[src/rtl/mux4_rr_arbiter.sv]
// ---------------------------------------------------------------------------
// mux4_rr_arbiter
//
// Round-robin arbiter sharing one 4-to-1 single-bit mux among four
// requesters. One requester is granted at a time. A hold quantum of
// HOLD_MAX cycles keeps any one requester from monopolising the mux.
//
// Parameters
//   HOLD_MAX  maximum consecutive grant cycles per tenure (1..255)
//   CNT_W     hold counter width; must be able to represent HOLD_MAX-1
//
// Ports
//   clk    in   rising-edge clock
//   rst_n  in   asynchronous active-low reset
//   req    in   [3:0] level-sensitive request lines, bit i = requester i
//   en     in   arbitration enable; gates new grants only
//   grant  out  [3:0] registered one-hot grant, zero when idle
//   sel1   out  registered MSB of granted index (mux select)
//   sel0   out  registered LSB of granted index (mux select)
//   busy   out  registered, high while a grant is active
// ---------------------------------------------------------------------------
module mux4_rr_arbiter #(
  parameter int unsigned HOLD_MAX = 8,
  parameter int unsigned CNT_W    = 8
) (
  input  logic       clk,
  input  logic       rst_n,
  input  logic [3:0] req,
  input  logic       en,
  output logic [3:0] grant,
  output logic       sel1,
  output logic       sel0,
  output logic       busy
);

  localparam logic [0:0] IDLE  = 1'b0;
  localparam logic [0:0] GRANT = 1'b1;

  localparam logic [CNT_W-1:0] HOLD_LAST = CNT_W'(HOLD_MAX - 1);

  logic [0:0]       state_q, state_d;
  logic [1:0]       ptr_q,   ptr_d;
  logic [CNT_W-1:0] hold_q,  hold_d;
  logic [3:0]       grant_q, grant_d;
  logic [1:0]       sel_q,   sel_d;
  logic             busy_q,  busy_d;

  logic [1:0] winner;
  logic       any_req;
  logic       release_tenure;

  // Search ptr+1, ptr+2, ptr+3, ptr (mod 4); first asserted request wins.
  // With no request the result is unused.
  function automatic logic [1:0] rr_pick(input logic [1:0] ptr,
                                         input logic [3:0] r);
    logic [1:0] idx;
    logic       found;
    rr_pick = ptr;
    found   = 1'b0;
    for (int unsigned k = 1; k <= 4; k++) begin
      idx = ptr + 2'(k);
      if (!found && r[idx]) begin
        rr_pick = idx;
        found   = 1'b1;
      end
    end
  endfunction

  assign any_req = |req;
  assign winner  = rr_pick(ptr_q, req);

  // ptr_q always holds the current holder while in GRANT, so the holder's
  // request and the re-arbitration start point come from the same register.
  assign release_tenure = !req[ptr_q] || (hold_q == HOLD_LAST);

  always_comb begin
    state_d = state_q;
    ptr_d   = ptr_q;
    hold_d  = hold_q;
    grant_d = grant_q;
    sel_d   = sel_q;
    busy_d  = busy_q;

    unique case (state_q)
      IDLE: begin
        if (en && any_req) begin
          state_d = GRANT;
          grant_d = 4'b0001 << winner;
          sel_d   = winner;
          busy_d  = 1'b1;
          ptr_d   = winner;
          hold_d  = '0;
        end else begin
          grant_d = '0;
          busy_d  = 1'b0;
        end
      end

      GRANT: begin
        if (!release_tenure) begin
          hold_d = hold_q + CNT_W'(1);
        end else if (en && any_req) begin
          // Handover on the release edge itself: no idle gap. The holder
          // is searched last, so it is re-granted only if nobody else asks.
          grant_d = 4'b0001 << winner;
          sel_d   = winner;
          busy_d  = 1'b1;
          ptr_d   = winner;
          hold_d  = '0;
        end else begin
          // Select lines keep their value so the shared mux output is stable.
          state_d = IDLE;
          grant_d = '0;
          busy_d  = 1'b0;
          hold_d  = '0;
        end
      end

      default: begin
        state_d = IDLE;
        grant_d = '0;
        busy_d  = 1'b0;
        hold_d  = '0;
      end
    endcase
  end

  always_ff @(posedge clk or negedge rst_n) begin
    if (!rst_n) begin
      state_q <= IDLE;
      ptr_q   <= 2'd3;
      hold_q  <= '0;
      grant_q <= '0;
      sel_q   <= '0;
      busy_q  <= 1'b0;
    end else begin
      state_q <= state_d;
      ptr_q   <= ptr_d;
      hold_q  <= hold_d;
      grant_q <= grant_d;
      sel_q   <= sel_d;
      busy_q  <= busy_d;
    end
  end

  assign grant = grant_q;
  assign sel1  = sel_q[1];
  assign sel0  = sel_q[0];
  assign busy  = busy_q;

  // Output invariants.
  a_grant_onehot0 : assert property (@(posedge clk) disable iff (!rst_n)
    $onehot0(grant_q));
  a_busy_matches  : assert property (@(posedge clk) disable iff (!rst_n)
    busy_q == (|grant_q));
  a_sel_matches   : assert property (@(posedge clk) disable iff (!rst_n)
    busy_q |-> grant_q[sel_q]);

endmodule

[config.mk]
export PLATFORM = sky130hd
export DESIGN_NAME = mux4_rr_arbiter
export DESIGN_NICKNAME = d
export VERILOG_FILES = /design/src/rtl/mux4_rr_arbiter.sv
export SDC_FILE = /design/constraint.sdc
export NUM_CORES = 1
export LEC_CHECK = 0
export CAP_MARGIN = 25
export CORE_MARGIN = 5
export CORE_UTILIZATION = 45
export DETAILED_ROUTE_END_ITERATION = 6
export PLACE_DENSITY = 0.76
export SLEW_MARGIN = 20
export SYNTH_ARGS = -nofsm -noshare
export SYNTH_HDL_FRONTEND = slang
export SYNTH_SLANG_ARGS = --single-unit
[constraint.sdc]
create_clock -name clk -period 3.9 [get_ports clk]
set_input_delay 0.78 -clock clk [delete_from_list [all_inputs] [get_ports clk]]
set_output_delay 0.78 -clock clk [all_outputs]
set_load 0.005 [all_outputs]
# Word-level counts from Yosys, hierarchy flattened
# Cells that the tools add are included.
dict set report op_classes {
  addsub 4
  order_cmp 4
  eq_ne 3
  n_shift 1
  mux 32
  bitwise_logic 1
  n_reduce_logical 10
}
# operator n
set op_table {}
lappend op_table {{two-way mux 2 bit} 8}
lappend op_table {{two-way mux 8 bit} 2}
lappend op_table {{case mux 8 bit (2 select lines)} 1}
lappend op_table {{< comparator 2 x 3 -> 1 bit (second input constant)} 4}
lappend op_table {{two-way mux 1 bit} 10}
lappend op_table {{adder 8 x 1 -> 8 bit (second input constant)} 1}
lappend op_table {{binary-select mux 1 bit (select 2 bit)} 4}
lappend op_table {{== test 8 x 3 -> 1 bit (second input constant)} 1}
lappend op_table {{two-way mux 4 bit} 2}
lappend op_table {{case mux 2 bit (2 select lines)} 2}
lappend op_table {{case mux 4 bit (2 select lines)} 1}
lappend op_table {{adder 2 bit (second input constant)} 2}
lappend op_table {{logical AND 1 bit} 4}
lappend op_table {{logical NOT 1 bit} 4}
lappend op_table {{case mux 1 bit (2 select lines)} 2}
lappend op_table {{OR reduction 4 bit} 1}
lappend op_table {{left shift 1 x 2 -> 4 bit (first input constant)} 1}
lappend op_table {{adder 2 x 1 -> 2 bit (second input constant)} 1}
lappend op_table {{inequality test 2 x 1 -> 1 bit (second input constant)} 1}
lappend op_table {{inequality test 2 bit (second input constant)} 1}
lappend op_table {{logical OR 1 bit} 1}
lappend op_table {{inverter 1 bit} 1}
dict set report totals {
  reg_bits 18
  inputBits 7
  out_inout_bits 7
  wordCells 61
}

# Depth between registers and ports, before layout
dict set report depth {
  depth_word 17
  depth_mapped 6
  depth_no_buf 5
}

# Worst setup path before layout
# No wires, ideal clock.
dict set report synth_timing {
  path_kind {input to register}
  startpoint {input port req[3]}
  endpoint {register sel_q[1]}
  setup_time_ns 0.125
  t_arrival_ns 1.961
  required_ns 3.775
  setup_slack_ns 1.814
  cell_stages 4
  path_cell_list {mux4_2 o311a_4 nor2_2 mux2_2}
}
dict set report synth_between {
  elab_chain_cells 15
}
# item line_no
set synth_rtl {}
lappend synth_rtl {{from (decl)} 28} ;# input logic [3:0] req,
lappend synth_rtl {{binary-select mux 1 bit (select 2 bit)} 62} ;# if (!found && r[idx]) begin
lappend synth_rtl {{two-way mux 1 bit (implied by the code)} 62}
lappend synth_rtl {{two-way mux 1 bit} 62}
lappend synth_rtl {{logical NOT 1 bit} 62}
lappend synth_rtl {{logical AND 1 bit} 62}
lappend synth_rtl {{two-way mux 1 bit} 62}
lappend synth_rtl {{logical NOT 1 bit} 62}
lappend synth_rtl {{logical AND 1 bit} 62}
lappend synth_rtl {{two-way mux 1 bit} 62}
lappend synth_rtl {{logical NOT 1 bit} 62}
lappend synth_rtl {{logical AND 1 bit} 62}
lappend synth_rtl {{two-way mux 2 bit} 62}
lappend synth_rtl {{two-way mux 2 bit} {86, 102}}
lappend synth_rtl {{two-way mux 2 bit} 100} ;# if (!release_tenure) begin
lappend synth_rtl {{case mux 2 bit (2 select lines)} 84} ;# unique case (state_q)
lappend synth_rtl {{to (signal assigned)} 141} ;# sel_q <= sel_d;
lappend synth_rtl {{to (decl)} 45} ;# logic [1:0] sel_q, sel_d;
# Several ways; a longest one is shown, not always the timed one. The select of a mux whose other input is x is not followed.
# A chain may end at the register's enable or synchronous reset.

# Worst setup path in the final report
# Ends and elaborated chain as after synthesis.

==> impl_metrics.py <==
metrics = {
    "finish": {
        "final_cell_mix": "16 x dfrtp_1, 13 x clkdlybuf4s50_1, 7 x nand2_1, 7 x o21ai_0, 7 x a21oi_1",
        "final_util_pct": 58.1,
        "area_delta_synth_final_pct": 21.3,
        "final_common_cell": "dfrtp_1",
        "drive_gt1_share_pct": 14.4,
        "multi_input_area_um2": 488,
        "nFillCells": 168,
        "antenna_cells": 0,
        "fin_nets": 113,
        "fin_cells": 131,
        "seq_area_um2": 453,
    },
    "sta": {
        "slew_viol_final": 0,
        "fin_setup_tns_ns": 0,
        "finalSetupViolCount": 0,
        "grt_setup_unrepaired": "false",
        "finalClockSkew_ns": 0.00157,
        "timing.hold.ws_ns": 0.505,
        "fin_crit_sh_pct": 63.0,
        "fin_crit_ns": 2.46,
        "fmax_mhz": 407,
        "slew_headroom_pct": 46.9,
        "tightest_slew_ns": 0.794,
        "hold_violations": 0,
    },
    "clock_network": {
        "cts_tree": "yes",
        "h-tree-depth": 1,
        "cts_buffer_depth": 2,
        "path_clk_slew_ns": 0.10,
        "cts-buffers-inserted": 3,
        "ctsResizeCount": 0,
        "cts_root_buffer": "clkbuf_4",
        "cts_hold_buf": 0,
        "numClockSinks": 18,
        "postCtsSetupBuffers": 0,
        "clkLatencyLatePin_ns": 0.29,
    },
    "critical_path": {
        "crit_end": "sel_q[1]$_DFFE_PN0P_",
        "timing.rr.start": "hold_q[5]$_DFFE_PN0P_",
        "worst-r2r-cell-count": 4,
        "endpoint_kind": "flop",
        "r2r_end": "sel_q[1]$_DFFE_PN0P_",
        "reg2reg_slack_ns": 1.78,
        "crit_start": "req[3]",
        "crit_fanout": 17,
        "cp.required_ns": 4.08,
        "start_kind": "input port",
        "arrival_ns": 2.64,
        "path_class": "input port to flop",
    },
    "die": {
        "initial_core_util_pct": 47.9,
        "die_x_um": 55.9,
        "row_count": 16,
        "dieArea_um2": 3130,
        "ios": 14,
        "core_um2": 1980,
        "die_y_um": 55.9,
    },
    "synth": {
        "synth_edf_count": 0,
        "syn-num-nets": 95,
        "ys_async_sr_fraction_pct": 100,
        "synth_cells": 87,
        "ys_seq_area_share_pct": 47.7,
        "synthDistinctLibCells": 34,
        "yosys_warnings": 0,
        "synthesis.area_um2": 950,
        "synth_ff_type": "dfrtp_1",
        "synth-seq-cells": 18,
        "syn_area_per_cell_um2": 10.9,
    },
    "global_route": {
        "grt_overflow_total": 0,
        "antenna_found_initial": 0,
        "grt_max_degree": 19,
        "grt_pass1_vias": 760,
        "grt_pass1_wl_um": 3310,
        "grtUsageTotal_pct": 13.0,
    },
    "hold_path": {
        "hold_class": "flop to flop",
    },
    "pwr": {
        "leakage_nw": 0.490,
        "powerDensity_nw_per_um2": 625,
        "ir_drop_mv": 0.402,
    },
    "detailed_routing": {
        "viasPerCell": 5.84,
        "vias": 765,
        "drtPass1Iterations": 4,
        "drt-total-wl_um": 1940,
        "drt_iter0_markers": 19,
        "final_antenna_net_count": 0,
        "route.detailed.wl_per_inst_um": 14.8,
        "route.detailed.drc": 0,
    },
    "place": {
        "gp_congestion": 0.779,
        "dp_hpwl_um": 1420,
        "post-place-cells": 127,
        "io_buffer_count": 13,
    },
    "flow_run": {
        "maxCapViolations": 0,
    },
    "outcome": {
        "outcome": "finished clean",
    },
}
sequential cells by signal, indices dropped and copies added (netlist names):
register / count
sel_q: 2
hold_q: 8
busy: 1
grant: 4
state_q: 1
ptr_q: 2
layout make-up:
cell class	count	share of cell area (%)
Multi-Input combinational cell	67	42.3
Tap cell	27	2.93
Sequential cell	18	39.3
Inverter	1	0.326
Clock buffer	4	3.15
Timing Repair Buffer	14	11.9
worst min path at each step:
| stage | from | slack [ns] | endpoint | depth (start not counted) |
|---|---|---|---|---|
| finish | grant[1]$_DFFE_PN0P_ | 0.50 | grant[1]$_DFFE_PN0P_ | 2 |
| global route | busy$_DFFE_PN0P_ | 0.54 | busy$_DFFE_PN0P_ | 1 |
| CTS | grant[1]$_DFFE_PN0P_ | 0.51 | grant[1]$_DFFE_PN0P_ | 2 |
| detailed placement | grant[2]$_DFFE_PN0P_ | 0.48 | grant[2]$_DFFE_PN0P_ | 1 |
| floorplan | grant[0]$_DFFE_PN0P_ | 0.47 | grant[0]$_DFFE_PN0P_ | 2 |
| global placement | grant[1]$_DFFE_PN0P_ | 0.47 | grant[1]$_DFFE_PN0P_ | 2 |
synthesized netlist by cell type, types with 2 or more instances:
library cell	number	area [µm²]
nor3_1	2	10.0
o41ai_1	3	26.3
o21ai_0	7	35.0
nand2_1	7	26.3
and3_1	2	12.5
dfstp_2	2	52.6
dfrtp_1	16	400
nor2_1	2	7.51
nor2b_1	4	25.0
nand2b_1	4	25.0
or3_1	2	12.5
mux2_2	2	22.5
a21oi_1	7	35.0
a21o_1	3	22.5
a22o_1	3	26.3
nand3_1	3	15.0
critical path, cell delays in order:
cell and delay [ns]:
clkdlybuf4s50_1 0.50, mux4_2 0.56, o311a_4 0.22, nor2_2 0.22, mux2_2 0.36
stage by stage:
| step | worst slack [ns] | area [µm²] | power (mW) |
|---|---|---|---|
| 6_report | 1.44 | 1150 | 0.721 |
| 5_1_grt | 1.41 | 1150 | 0.768 |
| 4_1_cts | 1.47 | 1150 | 0.725 |
| 3_5_place_dp | 1.16 | 1120 | 0.609 |
| 3_3_place_gp | 1.22 | 1120 | 0.606 |
| 2_1_floorplan | 1.81 | 950 | 0.486 |
routing by layer:
metal	up-vias	routed length, µm	track usage, %	part of all wire, %
li1	369	-	-	-
met1	380	904	16.9	47
met2	14	973	20.4	50
met3	2	59	2.55	3.0
met4	0	7	6.44	0.36
met5	-	0	0	0
logic make-up (layout without fill, tap and decap cells):
family                     count (synthesis)  count (layout)  synth area share, %
buffers and inverters                      2              19                0.921
AOI/OAI and AO/OA                         31              31                 25.8
and+or+nand+nor                           32              32                 19.5
adders and majority gates                  1               1                 1.32
DFF                                       18              18                 47.7
muxes                                      3               3                 4.74
power breakdown:
group | leakage, nW | switching, mW | internal [mW]
registers | 0.231 | 0.0468 | 0.250
clock network | 0.0210 | 0.0570 | 0.0568
logic | 0.238 | 0.147 | 0.163
total | 0.490 | 0.251 | 0.470
Power figures use the tool's default switching activity.
